--- src/rtl/cmd_reply_pkg.sv ---
// Shared constants and types for the control-link response transmitter.
// Frame layout: marker, sub, LEN(2), status, payload, checksum.
package cmd_reply_pkg;

    typedef enum logic [2:0] {
        ST_IDLE,
        ST_LOAD,
        ST_HDR,
        ST_PAY,
        ST_SUM,
        ST_GAP
    } state_e;

    typedef enum logic [1:0] {
        KIND_NONE,
        KIND_ACK,
        KIND_RATE,
        KIND_IP
    } kind_e;

    localparam logic [7:0]  RSP_MARK   = 8'h84;
    localparam logic [7:0]  SUB_RATE   = 8'h05;
    localparam logic [7:0]  SUB_GBE_IP = 8'h06;
    localparam logic [15:0] LEN_ACK    = 16'd1;
    localparam logic [15:0] LEN_DATA   = 16'd17;
    localparam logic [4:0]  HDR_BYTES  = 5'd5;

endpackage

--- src/rtl/cmd_reply_tx_arb.sv ---
// Pending-request flags, ACK field latch and fixed-priority select.
// A set in the same cycle as a clear wins, so no request is lost.
module reply_arb
    import cmd_reply_pkg::*;
(
    input  logic       clk,
    input  logic       rst_n,
    input  logic       ack_req_i,
    input  logic [7:0] ack_sub_i,
    input  logic [7:0] ack_status_i,
    input  logic       rate_req_i,
    input  logic       ip_req_i,
    input  logic       clr_i,
    input  kind_e      clr_kind_i,
    output logic       pend_any_o,
    output kind_e      sel_kind_o,
    output logic [7:0] ack_sub_o,
    output logic [7:0] ack_status_o
);

    logic       ack_q, ack_d;
    logic       rate_q, rate_d;
    logic       ip_q, ip_d;
    logic [7:0] sub_q, sub_d;
    logic [7:0] st_q, st_d;

    always_comb begin
        ack_d  = ack_req_i
               | (ack_q & ~(clr_i && clr_kind_i == KIND_ACK));
        rate_d = rate_req_i
               | (rate_q & ~(clr_i && clr_kind_i == KIND_RATE));
        ip_d   = ip_req_i
               | (ip_q & ~(clr_i && clr_kind_i == KIND_IP));
        sub_d  = ack_req_i ? ack_sub_i : sub_q;
        st_d   = ack_req_i ? ack_status_i : st_q;
    end

    always_ff @(posedge clk or negedge rst_n) begin
        if (!rst_n) begin
            ack_q  <= 1'b0;
            rate_q <= 1'b0;
            ip_q   <= 1'b0;
            sub_q  <= 8'h00;
            st_q   <= 8'h00;
        end else begin
            ack_q  <= ack_d;
            rate_q <= rate_d;
            ip_q   <= ip_d;
            sub_q  <= sub_d;
            st_q   <= st_d;
        end
    end

    always_comb begin
        sel_kind_o = KIND_NONE;
        if (ack_q)       sel_kind_o = KIND_ACK;
        else if (rate_q) sel_kind_o = KIND_RATE;
        else if (ip_q)   sel_kind_o = KIND_IP;
    end

    assign pend_any_o   = ack_q | rate_q | ip_q;
    assign ack_sub_o    = sub_q;
    assign ack_status_o = st_q;

endmodule

--- src/rtl/cmd_reply_tx.sv ---
// Response frame builder: snapshots ACK/RATE/IP data and streams a
// checksummed frame byte-serially under ready/valid backpressure.
module cmd_reply_tx
    import cmd_reply_pkg::*;
(
    input  logic        clk,
    input  logic        rst_n,
    input  logic        ack_req,
    input  logic [7:0]  ack_sub,
    input  logic [7:0]  ack_status,
    input  logic        rate_req,
    input  logic [31:0] rate0,
    input  logic [31:0] rate1,
    input  logic [31:0] rate2,
    input  logic [31:0] rate3,
    input  logic        ip_req,
    input  logic [31:0] sfp1_ip,
    input  logic [31:0] sfp2_ip,
    input  logic [31:0] sfp3_ip,
    input  logic [31:0] sfp4_ip,
    output logic [7:0]  tx_data,
    output logic        tx_en,
    input  logic        tx_ready,
    output logic        busy
);

    state_e        state_q, state_d;
    kind_e         kind_q, kind_d;
    logic [4:0]    cnt_q, cnt_d;
    logic [7:0]    sum_q, sum_d;
    logic [127:0]  shift_q, shift_d;
    logic [7:0]    sub_q, sub_d;
    logic [7:0]    status_q, status_d;
    logic [15:0]   len_q, len_d;
    logic [7:0]    data_q, data_d;
    logic          en_q, en_d;

    logic          pend_any;
    kind_e         sel_kind;
    logic [7:0]    ack_sub_l;
    logic [7:0]    ack_status_l;
    logic          xfer;

    assign xfer = en_q & tx_ready;

    reply_arb u_arb (
        .clk          (clk),
        .rst_n        (rst_n),
        .ack_req_i    (ack_req),
        .ack_sub_i    (ack_sub),
        .ack_status_i (ack_status),
        .rate_req_i   (rate_req),
        .ip_req_i     (ip_req),
        .clr_i        (state_q == ST_LOAD),
        .clr_kind_i   (kind_q),
        .pend_any_o   (pend_any),
        .sel_kind_o   (sel_kind),
        .ack_sub_o    (ack_sub_l),
        .ack_status_o (ack_status_l)
    );

    always_ff @(posedge clk or negedge rst_n) begin
        if (!rst_n) begin
            state_q  <= ST_IDLE;
            kind_q   <= KIND_NONE;
            cnt_q    <= 5'd0;
            sum_q    <= 8'h00;
            shift_q  <= '0;
            sub_q    <= 8'h00;
            status_q <= 8'h00;
            len_q    <= 16'h0000;
            data_q   <= 8'h00;
            en_q     <= 1'b0;
        end else begin
            state_q  <= state_d;
            kind_q   <= kind_d;
            cnt_q    <= cnt_d;
            sum_q    <= sum_d;
            shift_q  <= shift_d;
            sub_q    <= sub_d;
            status_q <= status_d;
            len_q    <= len_d;
            data_q   <= data_d;
            en_q     <= en_d;
        end
    end

    // cnt_q indexes the byte currently presented on tx_data
    always_comb begin
        state_d = state_q;
        unique case (state_q)
            ST_IDLE: if (pend_any) state_d = ST_LOAD;
            ST_LOAD: state_d = ST_HDR;
            ST_HDR: begin
                if (xfer && cnt_q == HDR_BYTES - 5'd1)
                    state_d = (len_q == LEN_ACK) ? ST_SUM : ST_PAY;
            end
            ST_PAY: begin
                if (xfer && cnt_q == len_q[4:0] + 5'd3)
                    state_d = ST_SUM;
            end
            ST_SUM:  if (xfer) state_d = ST_GAP;
            ST_GAP:  state_d = ST_IDLE;
            default: state_d = ST_IDLE;
        endcase
    end

    always_comb begin
        kind_d   = kind_q;
        cnt_d    = cnt_q;
        sum_d    = sum_q;
        shift_d  = shift_q;
        sub_d    = sub_q;
        status_d = status_q;
        len_d    = len_q;
        data_d   = data_q;
        en_d     = en_q;
        if (state_q == ST_IDLE) begin
            kind_d = sel_kind;
            en_d   = 1'b0;
        end else if (state_q == ST_LOAD) begin
            cnt_d  = 5'd0;
            sum_d  = 8'h00;
            en_d   = 1'b1;
            data_d = RSP_MARK;
            unique case (kind_q)
                KIND_RATE: begin
                    sub_d    = SUB_RATE;
                    status_d = 8'h00;
                    len_d    = LEN_DATA;
                    shift_d  = {rate0, rate1, rate2, rate3};
                end
                KIND_IP: begin
                    sub_d    = SUB_GBE_IP;
                    status_d = 8'h00;
                    len_d    = LEN_DATA;
                    shift_d  = {sfp1_ip, sfp2_ip, sfp3_ip, sfp4_ip};
                end
                default: begin
                    sub_d    = ack_sub_l;
                    status_d = ack_status_l;
                    len_d    = LEN_ACK;
                    shift_d  = '0;
                end
            endcase
        end else if (xfer) begin
            cnt_d = cnt_q + 5'd1;
            sum_d = sum_q + data_q;
            unique case (state_d)
                ST_HDR: begin
                    unique case (cnt_d)
                        5'd1:    data_d = sub_q;
                        5'd2:    data_d = len_q[15:8];
                        5'd3:    data_d = len_q[7:0];
                        default: data_d = status_q;
                    endcase
                end
                ST_PAY: begin
                    data_d  = shift_q[127:120];
                    shift_d = {shift_q[119:0], 8'h00};
                end
                ST_SUM:  data_d = sum_q + data_q;
                default: begin
                    data_d = 8'h00;
                    en_d   = 1'b0;
                end
            endcase
        end
    end

    assign tx_data = data_q;
    assign tx_en   = en_q;
    assign busy    = (state_q != ST_IDLE) | pend_any;

endmodule

--- config.mk ---
export PLATFORM = sky130hd
export DESIGN_NAME = cmd_reply_tx
export DESIGN_NICKNAME = d
export VERILOG_FILES = /design/src/rtl/cmd_reply_pkg.sv /design/src/rtl/cmd_reply_tx_arb.sv /design/src/rtl/cmd_reply_tx.sv
export SDC_FILE = /design/constraint.sdc
export NUM_CORES = 1
export LEC_CHECK = 0
export BUFFER_PORTS_ARGS = -buffer_cell sky130_fd_sc_hd__clkbuf_2
export CAP_MARGIN = 20
export CORE_ASPECT_RATIO = 0.8
export CORE_MARGIN = 3
export CORE_UTILIZATION = 58
export DETAILED_ROUTE_END_ITERATION = 16
export PLACE_DENSITY = 0.95
export RECOVER_POWER = 100
export SLEW_MARGIN = 20
export SYNTH_ARGS = -nofsm -noshare
export SYNTH_HDL_FRONTEND = slang
export SYNTH_HIERARCHICAL = 1
export SYNTH_SLANG_ARGS = --single-unit
--- constraint.sdc ---
create_clock -name clk -period 3.63 [get_ports clk]
set_input_delay 0.5445 -clock clk [delete_from_list [all_inputs] [get_ports clk]]
set_output_delay 0.5445 -clock clk [all_outputs]
set_load 0.01 [all_outputs]
==> flow_summary.ini, run 1 <==
[synthesis]
syn_area_per_cell_um2 = 9.290
postSynth.asyncResetShare = 1.000
syn_inst = 1169
ys.flop_type = dfrtp_1
synth_top_area_share = 0.4424
synth-edff-count = 0
synth-seq-cells = 192
synthTopCellsByCount = nor2_1 (380), dfrtp_1 (192), mux2i_1 (130), a221oi_1 (122), nand2_1 (67)
yosysMostFrequentCell = nor2_1
ys_seq_area_frac = 0.4424
netlist_area_um2 = 10860
synthDistinctLibCells = 58
ys_warn_count = 6
syn_nets = 1459
ys_top_cells_by_area = dfrtp_1 (44%), nor2_1 (13%), mux2i_1 (12%), a221oi_1 (9.8%), buf_6 (2.5%)
synth_area_leader_cell = dfrtp_1

[placed_design]
routabilityCongestion = 0.9226
port_buffers = 287
placedCellCount = 1627
dp_hpwl_um = 21290
placed_area_um2 = 12250

[layout]
syn_to_final_growth_pct = 17.73
finalNetCount = 1683
seqCellArea_um2 = 4812
multi_input_area_um2 = 5411
drive_gt1_frac = 0.2368
finish.utilization = 0.6995
final_cells = 1660
fillCellCount = 1406
fin_area_um2 = 12790

[sta]
rsz0062_at_grt = false
fmax_ghz = 0.3349
final-hold-violation-count = 0
hold_slack_ns = 0.1723
drv_slew = 0
timing.final.crit_share = 0.8226
fin_crit_ns = 2.986
tightest_slew_ns = 1.100
tns_ns = 0
skew_ns = 0.01257
setup_viol = 0
relSlewSlack = 0.2666

[setup_path]
cpMostUsedCell = nor2_1
path_class = flip-flop to flip-flop
worstReg2RegEnd = shift_q[36]
crit_path_max_incr_delay_ns = 0.57
worstPathArrival_ns = 3.34
rr_worst_depth = 8
crit_fanout = 36
worst_path_max_delay_cell = clkbuf_1
start_kind = flip-flop
r2r-start = state_q[2]
crit_required_ns = 3.98
r2r_slack_ns = 0.64
cp_cell_sequence = nor2_1 > nand2_1 > clkinv_1 > clkbuf_1 > a21o_4 > clkbuf_2 > nor2_1 > nor2_1
critPathCaptureType = flip-flop

[cts]
cts_root_buffer = clkbuf_16
clk_path_buf_depth = 2
cts_resized = 0
cts_tree = yes
clock-sinks = 192
numCtsBuffers = 17
holdBufCountCts = 0
htreeDepth = 4
cts_setup_buffers = 0
clk_latency_ns = 0.44
path_clk_slew_ns = 0.07

[job]
drv_cap = 0

[status]
status = finished, final reports clean

[drt]
wl_per_cell_um = 18.43
ant_nets = 0
avgViaCountPerCell = 6.003
drt_iter0_drc = 1218
finalWirelength_um = 30600
drt_pass1_iterations = 6
dr_total_vias = 9965
drc_errors = 0

[grt]
overflow = 0
grt_pass1_vias = 9501
grt_pass1_wl_um = 48750
use_met2 = 0.4918
grtUsageMet1 = 0.4004
grt_busiest_layer = met2
grt.met3_usage = 0.05922
grt_start_max_net_pins = 260
grtUsageTotal = 0.2964
antenna_found_initial = 2

[floorplan]
initial_core_util = 0.5942
die_area_um2 = 20410
ios = 288
die_w_um = 159.0
die_height_um = 128.4
core_area_um2 = 18280
num_rows = 44

[pwr]
power_density_nw_per_um2 = 345.6
ir_worst_vdd_uv = 294.5
p_leak_nw = 5.983

[hold_path]
hold_path.class = primary input to asynchronous set/reset pin
-- logic make-up after synthesis --
| logic type | share of synthesized area |
|---|---|
| buf+inv | 0.05691 |
| compound gates | 0.1507 |
| flops | 0.4424 |
| mux | 0.1406 |
| fa+ha+maj | 0.01452 |
| xor+xnor | 0.008064 |
| simple gates | 0.1869 |
-- critical path: cells and delay by family, from the launching register on --
kind | cells | cell delay, ns
AO/OA/AOI/OAI | 1 | 0.44
buffers and inverters | 3 | 1.16
flip-flops | 1 | 0.52
AND/OR/NAND/NOR | 4 | 0.78
-- sequential cells by signal (all words and copies together) (netlist names), 2 cells and up --
register	cells
shift_q	128
status_q	8
sub_q	8
sum_q	8
tx_data	8
u_arb/ack_status_o	8
u_arb/ack_sub_o	8
cnt_q	5
state_q	3
kind_q	2
len_q	2
-- layer usage --
metal,wire (µm),share of wire
met4,625,0.020
met3,2666,0.087
met5,13,0.00042
met1,12390,0.40
met2,14910,0.49
-- layout by cell type (no fill, tap or decap), types with 3 or more instances in the layout --
| cell | netlist | routed |
|---|---|---|
| bufinv_16 | 0 | 3 |
| nand3b_1 | 14 | 14 |
| clkinv_4 | 0 | 3 |
| nor3_1 | 5 | 5 |
| nand2b_1 | 7 | 7 |
| a221oi_1 | 122 | 122 |
| a31oi_1 | 5 | 5 |
| o21ai_0 | 14 | 22 |
| mux2_2 | 8 | 8 |
| a32oi_1 | 5 | 5 |
| a21o_1 | 5 | 4 |
| a22o_1 | 3 | 3 |
| nor2_1 | 380 | 380 |
| xor2_1 | 5 | 5 |
| xnor2_1 | 5 | 5 |
| nand2_1 | 67 | 67 |
| clkinvlp_4 | 0 | 3 |
| nand3_1 | 4 | 4 |
| a21oi_1 | 16 | 17 |
| nand4_1 | 4 | 4 |
| clkbuf_2 | 0 | 276 |
| buf_12 | 1 | 5 |
| mux2i_1 | 130 | 130 |
| mux2_1 | 0 | 8 |
| inv_6 | 0 | 3 |
| dfrtp_1 | 192 | 190 |
| clkbuf_1 | 61 | 19 |
| a22oi_1 | 7 | 7 |
| clkbuf_16 | 0 | 17 |
| inv_1 | 11 | 11 |
| ha_1 | 11 | 11 |
-- area by class of cell --
type / instances / area share
tap: 253 / 0.02476
clock inverter: 13 / 0.01380
sequential: 192 / 0.3764
inverter: 12 / 0.003523
multi-input combinational: 868 / 0.4232
timing repair buffer: 302 / 0.1235
clock buffer: 19 / 0.03464
antenna: 1 / 0.0001957
-- worst max-delay path by stage --
stage	from	end	slack, ns	cells after the start
finish	state_q[2]	shift_q[36]	0.64	8
global route	state_q[2]	shift_q[36]	0.43	8
CTS	cnt_q[0]	shift_q[37]	0.90	9
detailed placement	cnt_q[0]	shift_q[36]	1.02	9
global placement	cnt_q[0]	shift_q[62]	1.10	9
floorplan	cnt_q[0]	tx_data[4]	1.47	8
-- power by group --
group	switching (W)	internal, W	leakage (nW)
clock	0.000851	0.00112	0.293
combinational	0.000125	0.000150	3.09
sequential	0.0000140	0.00216	2.60
-- through the flow --
stage | worst slack (ns) | total power [W]
2_1_floorplan | 1.471 | 0.002290
3_3_place_gp | 1.102 | 0.002496
3_5_place_dp | 1.023 | 0.002506
4_1_cts | 0.8992 | 0.004453
5_1_grt | 0.4330 | 0.004559
6_report | 0.6439 | 0.004419
Power figures use the tool's default switching activity.
==> inputs of run 2 (changes only) <==
- CORE_UTILIZATION: 58 -> 54
- PLACE_DENSITY: 0.95 -> 0.93
- clock period: 3.63 -> 2.97 ns (I/O delays scaled with it)
==> run 2 against run 1 <==
  * The run now ends with capacitance limit, slew limit left
  * Utilization decreased by 3.8 points
  * Sequential share of layout area decreased by 0.12 points
  * Worst hold slack improved by 0.018 ns
  * Register-to-register slack got worse by 0.43 ns
  * Via count decreased by 1.1%
  * Clock power increased by 13%
  * Clock skew decreased by 0.0012 ns
  * Count of clock-buffer cells in the layout increased by 2
  * Largest cell class unchanged
==> flow_summary.ini, run 2 (synthesized netlist as in run 1, its figures left out) <==
[status]
status = finished, violations left
violations = capacitance limit, slew limit

[sta]
setup_viol = 0
drv_slew = 181
rsz0062_at_grt = false
final-hold-violation-count = 0
fin_crit_ns = 2.761
tightest_slew_ns = 1.988
hold_slack_ns = 0.1900
tns_ns = 0
skew_ns = 0.01136
fmax_ghz = 0.3622
timing.final.crit_share = 0.9296
relSlewSlack = -0.3256

[setup_path]
worstPathArrival_ns = 3.09
worst-path-buf-inv = 2
path_delay_family = buffers and inverters
worstReg2RegEnd = u_arb/ack_q
worst_path_max_delay_cell = clkbuf_1
r2r-start = state_q[2]
start_kind = flip-flop
critPathCaptureType = flip-flop
crit_path_max_incr_delay_ns = 1.04
crit_fanout = 29
path_depth = 6
cp_cell_sequence = nor2_1 > nand2_4 > clkinv_1 > clkbuf_1 > nand3b_1 > a21o_2
r2r_slack_ns = 0.21
path_class = flip-flop to flip-flop
crit_required_ns = 3.30
rr_worst_depth = 6

[grt]
grt_pass1_vias = 9410
grtUsageTotal = 0.2706
grt_start_max_net_pins = 179
antenna_found_initial = 2
grt_pass1_wl_um = 47240
overflow = 0

[hold_path]
min_to = u_arb/ip_q
worstHoldPathCells = 2
hold_path.startpoint = ip_req
hold_path.class = primary input to flip-flop

[job]
drv_cap = 2

[floorplan]
die_area_um2 = 21860
core_area_um2 = 19370
num_rows = 45
initial_core_util = 0.5607
die_height_um = 132.8
die_w_um = 164.6
ios = 288

[pwr]
combPwrFrac = 0.064
clkPwrFrac = 0.428
switching_share = 0.2327
ir_worst_vdd_uv = 318.1
power_density_nw_per_um2 = 407.5
seq_power_share = 0.509
p_leak_nw = 6.024
p_sw_w = 0.001216
intPower_w = 0.004009

[cts]
cts_tree = yes
cts_resized = 0
cts_setup_buffers = 0
clk_latency_ns = 0.43
htreeDepth = 4
holdBufCountCts = 0
clk_path_buf_depth = 2
path_clk_slew_ns = 0.07
numCtsBuffers = 17
clock-sinks = 192
cts_root_buffer = clkbuf_16

[drt]
dr_total_vias = 9860
wl_per_cell_um = 18.00
finalWirelength_um = 30000
drt_iter0_drc = 1165
drt_pass1_iterations = 6
avgViaCountPerCell = 5.915
ant_nets = 0
drc_errors = 0

[layout]
fillCellCount = 1535
largest_register_ff_count = 128
final_cell_mix = nor2_1 (380), clkbuf_2 (276), dfrtp_1 (190)
syn_to_final_growth_pct = 18.04
top_register = shift_q
layout_commonest_cell = nor2_1
finalNetCount = 1686
antenna_cells = 0
drive_gt1_frac = 0.2441

[placed_design]
dp_hpwl_um = 21390
routabilityCongestion = 0.9141
port_buffers = 287
run 2: cell count changes in the layout (fill, tap and decap cells not counted), moves of 2 or more:
cell	previous run	this run
clkinv_4	3	5
clkbuf_1	19	13
buf_4	2	6
bufinv_16	3	0
clkbuf_4	0	2
buf_6	0	2
clkbuf_8	1	4
run 2: power groups by stage:
| stage | Clock, W | Sequential [W] | Combinational, W |
|---|---|---|---|
| after floorplan | 0 | 0.00270 | 0.0000967 |
| after global placement | 0 | 0.00271 | 0.000346 |
| after detailed placement | 0 | 0.00271 | 0.000355 |
| after CTS | 0.00225 | 0.00266 | 0.000357 |
| after global routing | 0.00237 | 0.00266 | 0.000376 |
| final | 0.00223 | 0.00266 | 0.000333 |
run 2: through the flow:
stage                     worst slack, ns  area, µm²  cells  total power [W]    util
final                              0.2091      12820   1667         0.005224  0.6619
after global routing              0.03564      12820   1667         0.005408  0.6619
after CTS                          0.3410      12920   1667         0.005267  0.6673
after detailed placement           0.4297      12350   1635         0.003064  0.6374
after global placement             0.5029      12350   1635         0.003053  0.6374
after floorplan                    0.8108      10860   1169         0.002798       -
run 2: routing by layer:
metal	vias up	global-route usage	wire length (µm)	share of wire
met5	-	0	27	0.00090
met4	4	0.07359	584	0.019
met3	49	0.06072	2576	0.086
met2	495	0.4458	14640	0.49
met1	4706	0.3613	12180	0.41
li1	4606	-	-	-
run 2: how the worst max path moves through the flow:
stage / startpoint / endpoint / slack, ns
global placement: cnt_q[0] / shift_q[61] / 0.50
detailed placement: cnt_q[0] / shift_q[61] / 0.43
CTS: cnt_q[0] / shift_q[62] / 0.34
floorplan: cnt_q[0] / tx_data[4] / 0.81
global route: cnt_q[0] / shift_q[16] / 0.04
finish: state_q[2] / u_arb/ack_q / 0.21
run 2: layout make-up:
type                       count  area (µm²)  area share
timing repair buffer         305        1633      0.1274
tap                          258       322.8     0.02518
inverter                      12       45.04    0.003514
sequential                   192        4810      0.3752
multi-input combinational    868        5430      0.4236
clock buffer                  21       480.5     0.03748
clock inverter                11       98.84    0.007710
run 2: worst reg2reg max path: stages, from the launching register on:
cell      delay (ns)
dfrtp_1         0.50
nor2_1          0.33
nand2_4         0.10
clkinv_1        0.23
clkbuf_1        1.04
nand3b_1        0.19
a21o_2          0.26
